--- config.mk ---
export PLATFORM = sky130hd
export DESIGN_NAME = cmos_pixel_packer
export DESIGN_NICKNAME = d
export VERILOG_FILES = /design/src/rtl/cmos_pixel_packer.sv
export SDC_FILE = /design/constraint.sdc
export NUM_CORES = 1
export LEC_CHECK = 0
export CAP_MARGIN = 0
export CORE_ASPECT_RATIO = 1.5
export CORE_MARGIN = 2
export CORE_UTILIZATION = 55
export DETAILED_ROUTE_END_ITERATION = 12
export GPL_ROUTABILITY_DRIVEN = 0
export HOLD_SLACK_MARGIN = 0.1
export PLACE_DENSITY = 0.75
export SLEW_MARGIN = 20
export SYNTH_ARGS = -nofsm -noshare
export SYNTH_HDL_FRONTEND = slang
export SYNTH_SLANG_ARGS = --single-unit
--- constraint.sdc ---
create_clock -name pclk -period 5.4 [get_ports pclk]
set_input_delay 0.54 -clock pclk [delete_from_list [all_inputs] [get_ports pclk]]
set_output_delay 0.54 -clock pclk [all_outputs]
set_load 0.005 [all_outputs]
--- src/rtl/cmos_pixel_packer.sv ---
// Crops a window from the CMOS RGB565 stream, packs 4 pixels per 64-bit word and buffers
// the words in a small FIFO. Define CMOS_TESTPAT_EN to replace pixels with a coordinate pattern.
module cmos_pixel_packer #(
  parameter int unsigned H_START    = 0,
  parameter int unsigned H_ACTIVE   = 640,
  parameter int unsigned V_START    = 0,
  parameter int unsigned V_ACTIVE   = 480,
  parameter int unsigned FIFO_DEPTH = 4
) (
  input  logic        pclk,
  input  logic        rst_n,
  input  logic        vs_i,
  input  logic        de_i,
  input  logic [15:0] pdata_i,
  input  logic        clr_err,
  output logic [63:0] m_data,
  output logic        m_valid,
  input  logic        m_ready,
  output logic        m_sof,
  output logic        m_eol,
  output logic [15:0] frame_cnt,
  output logic        ovf_err,
  output logic        short_err
);

  localparam int unsigned PTR_W = (FIFO_DEPTH > 2) ? $clog2(FIFO_DEPTH) : 1;
  localparam logic [12:0] HS = 13'(H_START);
  localparam logic [12:0] VS = 13'(V_START);
  localparam logic [12:0] HA = 13'(H_ACTIVE);
  localparam logic [12:0] VA = 13'(V_ACTIVE);

  logic             vs_d_q, de_d_q;
  logic             sync_seen_q, sync_seen_d;
  logic [11:0]      x_q, x_d, y_q, y_d;
  logic [63:0]      pack_q, pack_d;
  logic             filled_q, filled_d;
  logic             sof_pend_q, sof_pend_d;
  logic             req_q, req_d;
  logic [65:0]      req_word_q, req_word_d;
  logic [15:0]      frame_cnt_q, frame_cnt_d;
  logic             ovf_q, ovf_d, short_q, short_d;
  logic [PTR_W:0]   wr_ptr_q, wr_ptr_d, rd_ptr_q, rd_ptr_d;
  logic [65:0]      mem_q [FIFO_DEPTH];

  logic        frame_start, line_end, in_win, eol_hit, short_set, ovf_set;
  logic        empty, full, pop, wr_en;
  logic [12:0] rel_x, rel_y;
  logic [1:0]  lane;
  logic [15:0] pix;
  logic [65:0] head;

  assign frame_start = vs_i && !vs_d_q;
  assign line_end    = de_d_q && !de_i;

  // Offsets wrap to >= 4096 when the counter is left of/above the window, so one compare covers both bounds.
  assign rel_x   = {1'b0, x_q} - HS;
  assign rel_y   = {1'b0, y_q} - VS;
  assign in_win  = sync_seen_q && de_i && (rel_x < HA) && (rel_y < VA);
  assign lane    = rel_x[1:0];
  assign eol_hit = (rel_x == HA - 13'd1);

`ifdef CMOS_TESTPAT_EN
  assign pix = {y_q[4:0], x_q[5:0], x_q[4:0]};
`else
  assign pix = pdata_i;
`endif

  // NOTE: every signal gets a default at the top of a combinational block so no path infers a latch.
  always_comb begin
    x_d         = x_q;
    y_d         = y_q;
    pack_d      = pack_q;
    filled_d    = filled_q;
    sof_pend_d  = sof_pend_q;
    sync_seen_d = sync_seen_q;
    frame_cnt_d = frame_cnt_q;
    req_d       = 1'b0;
    req_word_d  = req_word_q;
    short_set   = 1'b0;

    if (in_win) begin
      if (lane == 2'd3) begin
        req_d      = 1'b1;
        req_word_d = {sof_pend_q, eol_hit, pix, pack_q[47:0]};
        pack_d     = '0;
        filled_d   = 1'b0;
        sof_pend_d = 1'b0;
      end else begin
        pack_d[{lane, 4'b0000} +: 16] = pix;
        filled_d = 1'b1;
      end
    end else if (line_end && filled_q) begin
      // Cleared lanes already hold zero, so the partial word is padded for free.
      req_d      = 1'b1;
      req_word_d = {sof_pend_q, 1'b1, pack_q};
      pack_d     = '0;
      filled_d   = 1'b0;
      sof_pend_d = 1'b0;
      short_set  = 1'b1;
    end

    if (de_i) begin
      x_d = x_q + 12'd1;
    end else if (line_end) begin
      x_d = '0;
      y_d = (y_q == 12'hFFF) ? y_q : y_q + 12'd1;
    end

    // A word completed in this cycle is already captured in req_word_d before the restart.
    if (frame_start) begin
      x_d         = '0;
      y_d         = '0;
      pack_d      = '0;
      filled_d    = 1'b0;
      sof_pend_d  = 1'b1;
      sync_seen_d = 1'b1;
      frame_cnt_d = frame_cnt_q + 16'd1;
    end
  end

  assign empty   = (wr_ptr_q == rd_ptr_q);
  assign full    = (wr_ptr_q[PTR_W] != rd_ptr_q[PTR_W]) &&
                   (wr_ptr_q[PTR_W-1:0] == rd_ptr_q[PTR_W-1:0]);
  assign pop     = !empty && m_ready;
  assign wr_en   = req_q && (!full || pop);
  assign ovf_set = req_q && full && !pop;

  always_comb begin
    wr_ptr_d = wr_ptr_q + {{PTR_W{1'b0}}, wr_en};
    rd_ptr_d = rd_ptr_q + {{PTR_W{1'b0}}, pop};
    ovf_d    = ovf_set   || (ovf_q   && !clr_err);
    short_d  = short_set || (short_q && !clr_err);
  end

  // NOTE: state registers use non-blocking assignments so every flop samples pre-edge values.
  always_ff @(posedge pclk or negedge rst_n) begin
    if (!rst_n) begin
      vs_d_q      <= 1'b1;  // a VSYNC already high at reset release must not count as a frame start
      de_d_q      <= 1'b0;
      sync_seen_q <= 1'b0;
      x_q         <= '0;
      y_q         <= '0;
      pack_q      <= '0;
      filled_q    <= 1'b0;
      sof_pend_q  <= 1'b0;
      req_q       <= 1'b0;
      req_word_q  <= '0;
      frame_cnt_q <= '0;
      ovf_q       <= 1'b0;
      short_q     <= 1'b0;
      wr_ptr_q    <= '0;
      rd_ptr_q    <= '0;
    end else begin
      vs_d_q      <= vs_i;
      de_d_q      <= de_i;
      sync_seen_q <= sync_seen_d;
      x_q         <= x_d;
      y_q         <= y_d;
      pack_q      <= pack_d;
      filled_q    <= filled_d;
      sof_pend_q  <= sof_pend_d;
      req_q       <= req_d;
      req_word_q  <= req_word_d;
      frame_cnt_q <= frame_cnt_d;
      ovf_q       <= ovf_d;
      short_q     <= short_d;
      wr_ptr_q    <= wr_ptr_d;
      rd_ptr_q    <= rd_ptr_d;
    end
  end

  // NOTE: storage is not reset; the pointers define validity and the outputs are gated when empty.
  always_ff @(posedge pclk) begin
    if (wr_en) mem_q[wr_ptr_q[PTR_W-1:0]] <= req_word_q;
  end

  assign head                   = mem_q[rd_ptr_q[PTR_W-1:0]];
  assign {m_sof, m_eol, m_data} = empty ? 66'd0 : head;
  assign m_valid                = !empty;
  assign frame_cnt              = frame_cnt_q;
  assign ovf_err                = ovf_q;
  assign short_err              = short_q;

endmodule

==> flow_summary_export.csv, run 1 <==
group,metric,value,unit
grt,grt_max_degree,68,
grt,grt_use_total,21.8,%
yosys,synth_edf_count,264,
sta,period_minus_slack,3950,ps
place,hpwl,21400,µm
worst_setup_path,worstSetupEndpointType,"output port",
sta,final-setup-viol-count,0,
clock_network,post-cts-setup-buffers,0,
clock_network,clkSinkCount,448,
yosys,ys_warn_count,0,
worst_setup_path,critPathKind,"flip-flop to output port",
clock_network,cts_tree,"done",
sta,fin_crit_sh,73.2,%
worst_setup_path,path_max_fanout,45,
clock_network,cts-resized-gates,0,
cells_and_area,fin_util,64.6,%
clock_network,cts_hold_buf,1,
cells_and_area,final_cell_mix,"edfxtp_1, dfrtp_1, clkdlybuf4s50_1",
clock_network,cts_made_buffers,39,
sta,rsz0062_at_grt,"false",
clock_network,clk_pin_slew,70,ps
cells_and_area,area_delta_synth_final,16.2,%
die,io_pins,107,
place,pre_cts_ws,1950,ps
yosys,ys_types,57,
die,num_rows,80,
worst_setup_path,crit_buf_inv,2,
die,coreArea,31700,µm²
yosys,synth-seq-cells,448,
die,start_util,55.6,%
die,die_y,223,µm
sta,setup_tns,0,ps
clock_network,ctsLongestPathBuffers,3,
sta,maxSlewHeadroom,31.2,%
routing,drt-vias-per-instance,5.97,
worst_setup_path,cp_data_required_time,4860,ps
yosys,yosys-top-cells-area,"edfxtp_1, dfrtp_1, mux4_2",
grt,antenna_found_initial,0,
yosys,synth_top_area_cell,"edfxtp_1",
worst_setup_path,crit_slowest_cell,"buf_4",
cells_and_area,final_common_cell,"edfxtp_1",
worst_setup_path,slowest_delay,770,ps
yosys,syn_inst,1005,
place,port_buffers,106,
yosys,synth_ff_type,"edfxtp_1",
routing,drtAntennaViolNets,0,
cells_and_area,layout-drive-gt1-share,19.7,%
sta,worst_pin_slew,1030,ps
routing,first_iter_violations,640,
yosys,seq_area_frac_synth,71.1,%
power,power.leakage,7.97,nW
sta,fin_skew,23.5,ps
power,p_total,9.68,mW
clock_network,clk_latency,550,ps
sta,fin_ws,1450,ps
cells_and_area,diodes,0,
clock_network,h-tree-depth,2,
power,powerDensity,472,nW/µm²
yosys,synth_fp_nets,1039,
yosys,syn_area,17600,µm²
worst_setup_path,startpoint_type,"flip-flop",
die,die_x,150,µm
min_path,min_path_type,"input pin to flip-flop",
routing,wirelength,35200,µm
routing,wl_per_cell,22.6,µm
routing,drtPass1Iterations,5,
outcome,status,"finished, final reports clean",
sta,slew_viol_final,0,
run,drv_cap,0,
yosys,synth_async_sr_flop_share,41.1,%
cells_and_area,finalNetCount,1152,
power,vdd_drop_max,257,µV
clock_network,clockRootBuffer,"clkbuf_16",
sta,max_freq,0.253,GHz
cells_and_area,fill_cells,2191,
die,dieArea,33500,µm²
yosys,synth_area_per_cell,17.5,µm²
worst_setup_path,crit_chain,"buf_4, mux4_2, nor2b_1, clkdlybuf4s50_1",
grt,grt_pass1_vias,9758,
yosys,synth_top_cell_area_share,45.0,%
routing,drt_drc_violations_left,0,
worst_setup_path,cpLargestDelayFamily,"buffers and inverters",
grt,gr-total-overflow,0,
worst_setup_path,cp.arrival,3410,ps
routing,vias,9306,
sta,hold_viol,0,
grt,grt_pass1_wl,55300,µm
state kept, by name, indices dropped and copies added (netlist names):
name and count:
de_d_q 1, filled_q 1, frame_cnt 16, mem_q 264, ovf_err 1, pack_q 64
rd_ptr_q 3, req_q 1, req_word_q 66, short_err 1, sof_pend_q 1, sync_seen_q 1
vs_d_q 1, wr_ptr_q 3, x_q 12, y_q 12
routing by layer:
metal	global-route usage, %	part of all wire [%]
met1	27.5	39
met2	38.3	54
met3	3.62	4.3
met4	7.18	3.0
met5	0	0
final cells by class:
| cell class | count | area [µm²] | share of cell area [%] |
|---|---|---|---|
| clock buffer | 54 | 1190 | 5.83 |
| inverter | 13 | 53.8 | 0.263 |
| sequential | 448 | 12500 | 61.2 |
| tap | 410 | 513 | 2.50 |
| multi-input combinational | 491 | 4780 | 23.3 |
| timing repair buffer | 125 | 1210 | 5.89 |
| clock inverter | 18 | 198 | 0.965 |
power breakdown:
part           switching, mW  internal [mW]  leakage, nW  total (mW)
Clock                   1.24           1.72        0.688        2.95
Sequential             0.276           3.99         5.01        4.27
Combinational           1.00           1.45         2.28        2.46
Total                   2.52           7.16         7.97        9.68
worst register-to-register path, stage by stage (launching register included):
cell and delay, ps:
dfrtp_1 540, ha_1 430, inv_1 100, or4_1 550, o21a_1 190, buf_4 280
clkinv_4 400, mux2_2 420
cells in the mapped netlist (3+ instances only):
cell      number
mux2_1        23
or4_1          4
ha_1          12
clkbuf_1      30
mux4_2        66
and2_1         4
or2_2         21
nor2b_1       71
clkbuf_2       4
mux2_4        19
xor2_1         9
xnor2_1       15
buf_1          4
nor3_1         9
a21oi_1       10
o31ai_1        4
nor2_1        14
or3_1          4
buf_2          8
o21ai_0       16
a22o_1        66
a21o_1         4
a31oi_1        8
and4_1         9
nor4_1         3
nand2_1       28
dfrtp_1      183
nand3_1       13
edfxtp_1     264
nand4_1       10
inv_1         12
o221a_2       16
buf_6          5
and3_1         4
mux2_2         7
per-stage QoR:
step	cells	hold WS, ps	area [µm²]
2_1_floorplan	1005	244	17600
3_3_place_gp	1486	453	19100
3_5_place_dp	1486	456	19100
4_1_cts	1559	448	20500
5_1_grt	1559	451	20500
6_report	1559	462	20500
cells by family (layout without fill, tap and decap cells):
family | after synthesis | count (layout) | synth area share (%)
muxes | 115 | 115 | 12.0
adders and majority gates | 12 | 12 | 0.851
and+or+nand+nor | 206 | 206 | 6.88
DFF | 448 | 448 | 71.1
AOI/OAI and AO/OA | 134 | 134 | 6.13
xor gates and xnor gates | 24 | 24 | 1.19
buffers and inverters | 66 | 210 | 1.92
worst paths after layout:
kind | startpoint | endpoint | slack [ps] | cells after the start
worst max-delay path | rd_ptr_q[0] | m_data[55] | 1450 | 4
worst min-delay path | vs_i | vs_d_q | 460 | 1
worst max register to register | x_q[0] | req_word_q[0] | 2360 | 7
worst min register to register | sync_seen_q | sync_seen_q | 470 | 1
max in group asynchronous | rst_n | req_word_q[0] | 3590 | 3
min in group asynchronous | rst_n | y_q[6] | 550 | 2
(Power assumes the default switching activity.)
==> run 2: changes to the inputs <==
clock period = 4.1 ns   (was 5.4 ns; I/O delays follow)
==> run 2 against run 1 <==
  * Flip-flop and latch count did not move
  * Die area unchanged
  * Critical path depth did not move
  * Cell count rose by 0.13%
  * Wire length shrank 0.55%
  * Largest power group unchanged
==> flow_summary_export.csv, run 2 (same netlist as run 1, synthesis figures left out) <==
group,metric,value,unit
outcome,status,"finished, final reports clean",
grt,grt_pass1_wl,55600,µm
grt,grt_max_degree,106,
cells_and_area,final_common_cell,"edfxtp_1",
die,start_util,55.6,%
sta,final-setup-viol-count,0,
place,hpwl,21100,µm
worst_setup_path,rr_startpoint,"rd_ptr_q[0]",
routing,wl_met1,13900,µm
cells_and_area,final_cells,1561,
grt,antenna_found_initial,1,
die,num_rows,80,
power,powerDensity,612,nW/µm²
worst_setup_path,r2r-end,"mem_q[2][21]",
sta,fin_crit_sh,84.1,%
cells_and_area,area_delta_synth_final,16.0,%
clock_network,ctsLongestPathBuffers,3,
worst_setup_path,cp_data_required_time,3690,ps
clock_network,cts_tree,"done",
routing,drt_drc_violations_left,0,
worst_setup_path,startpoint_type,"flip-flop",
routing,wl_met3,1610,µm
sta,slew_viol_final,0,
sta,hold_viol,0,
sta,period_minus_slack,3450,ps
die,die_x,150,µm
worst_setup_path,critPathCapture,"m_data[18]",
routing,drt-vias-per-instance,5.94,
die,io_pins,107,
worst_setup_path,cpLargestDelayFamily,"buffers and inverters",
grt,gr-total-overflow,0,
power,power.leakage,7.93,nW
worst_setup_path,crit_chain,"buf_4, mux4_2, nor2b_1, clkdlybuf4s50_1",
cells_and_area,fill_cells,2184,
sta,fin_skew,12.3,ps
cells_and_area,layout-drive-gt1-share,19.1,%
worst_setup_path,startpoint,"rd_ptr_q[0]",
sta,setup_tns,0,ps
die,dieArea,33500,µm²
worst_setup_path,rr_worst_depth,5,
worst_setup_path,worstSetupEndpointType,"output port",
worst_setup_path,critical_path_depth,4,
clock_network,clk_latency,540,ps
run,drv_cap,0,
grt,grt_pass1_vias,9831,
routing,wl_per_cell,22.4,µm
cells_and_area,largest_register_ffs,264,
worst_setup_path,rrSetupSlack,1260,ps
cells_and_area,finalNetCount,1154,
place,port_buffers,106,
worst_setup_path,critPathKind,"flip-flop to output port",
clock_network,clkSinkCount,448,
sta,worst_pin_slew,1010,ps
worst_setup_path,crit_slowest_cell,"dfrtp_4",
clock_network,clockRootBuffer,"clkbuf_16",
routing,drtPass1Iterations,5,
cells_and_area,final_cell_mix,"edfxtp_1, dfrtp_1, clkdlybuf4s50_1",
sta,whs,337,ps
die,coreArea,31700,µm²
sta,rsz0062_at_grt,"false",
power,vdd_drop_max,411,µV
sta,max_freq,0.290,GHz
routing,wl_met2,18000,µm
clock_network,clk_pin_slew,70,ps
worst_setup_path,path_max_fanout,30,
clock_network,h-tree-depth,2,
sta,maxSlewHeadroom,32.7,%
routing,top_layer_used,"met5",
routing,drtAntennaViolNets,0,
worst_setup_path,crit_buf_inv,2,
cells_and_area,diodes,0,
grt,grt_use_total,22.0,%
routing,vias,9266,
cells_and_area,fin_util,64.5,%
clock_network,post-cts-setup-buffers,0,
place,dpl.cell_count,1488,
routing,wirelength,35000,µm
min_path,min_path_type,"input pin to flip-flop",
clock_network,cts_made_buffers,39,
worst_setup_path,slowest_delay,850,ps
die,die_y,223,µm
worst_setup_path,cp.arrival,3040,ps
routing,first_iter_violations,700,
-- run 2: changes by cell type in the layout (fill, tap and decap cells not counted), moves of 2 or more --
cell	before	now
clkbuf_8	3	6
buf_4	18	13
clkbuf_16	45	39
clkinv_2	6	2
clkinv_1	1	3
clkbuf_1	5	12
buf_12	0	7
-- run 2: stage by stage --
step	instance area (µm²)	total power, mW	worst slack, ps
finish	20500	12.5	650
CTS	20500	12.7	585
global route	20500	13.1	501
detailed placement	19200	9.10	1160
floorplan	17600	7.36	903
global placement	19200	9.05	1210
-- run 2: metal layers --
metal | GRT usage [%] | up-vias
li1 | - | 4130
met1 | 28.3 | 4785
met2 | 37.2 | 274
met3 | 3.64 | 75
met4 | 9.16 | 2
met5 | 0 | -
-- run 2: how the worst min path moves through the flow --
stage,startpoint,end,depth (start not counted)
5_1_grt,vs_i,vs_d_q,1
4_1_cts,vs_i,vs_d_q,1
3_5_place_dp,sync_seen_q,sync_seen_q,1
2_1_floorplan,rst_n,de_d_q,0
3_3_place_gp,sync_seen_q,sync_seen_q,1
6_report,vs_i,vs_d_q,1
-- run 2: layout make-up --
cell class | instances | area [µm²] | area share, %
sequential | 448 | 12500 | 61.3
multi-input combinational | 491 | 4790 | 23.4
timing repair buffer | 127 | 1310 | 6.40
clock buffer | 57 | 1100 | 5.39
tap | 410 | 513 | 2.51
clock inverter | 15 | 150 | 0.734
inverter | 13 | 53.8 | 0.263
-- run 2: timing repair --
item | 4_1_cts | 5_1_grt
resized for setup | 0 | 0
hold endpoints to repair | 102 | 0
hold buffers | 1 | 0
-- run 2: where the power goes --
part,internal [mW],total [mW],switching (mW)
logic,1.96,3.30,1.34
clock network,2.02,3.58,1.56
registers,5.25,5.63,0.374
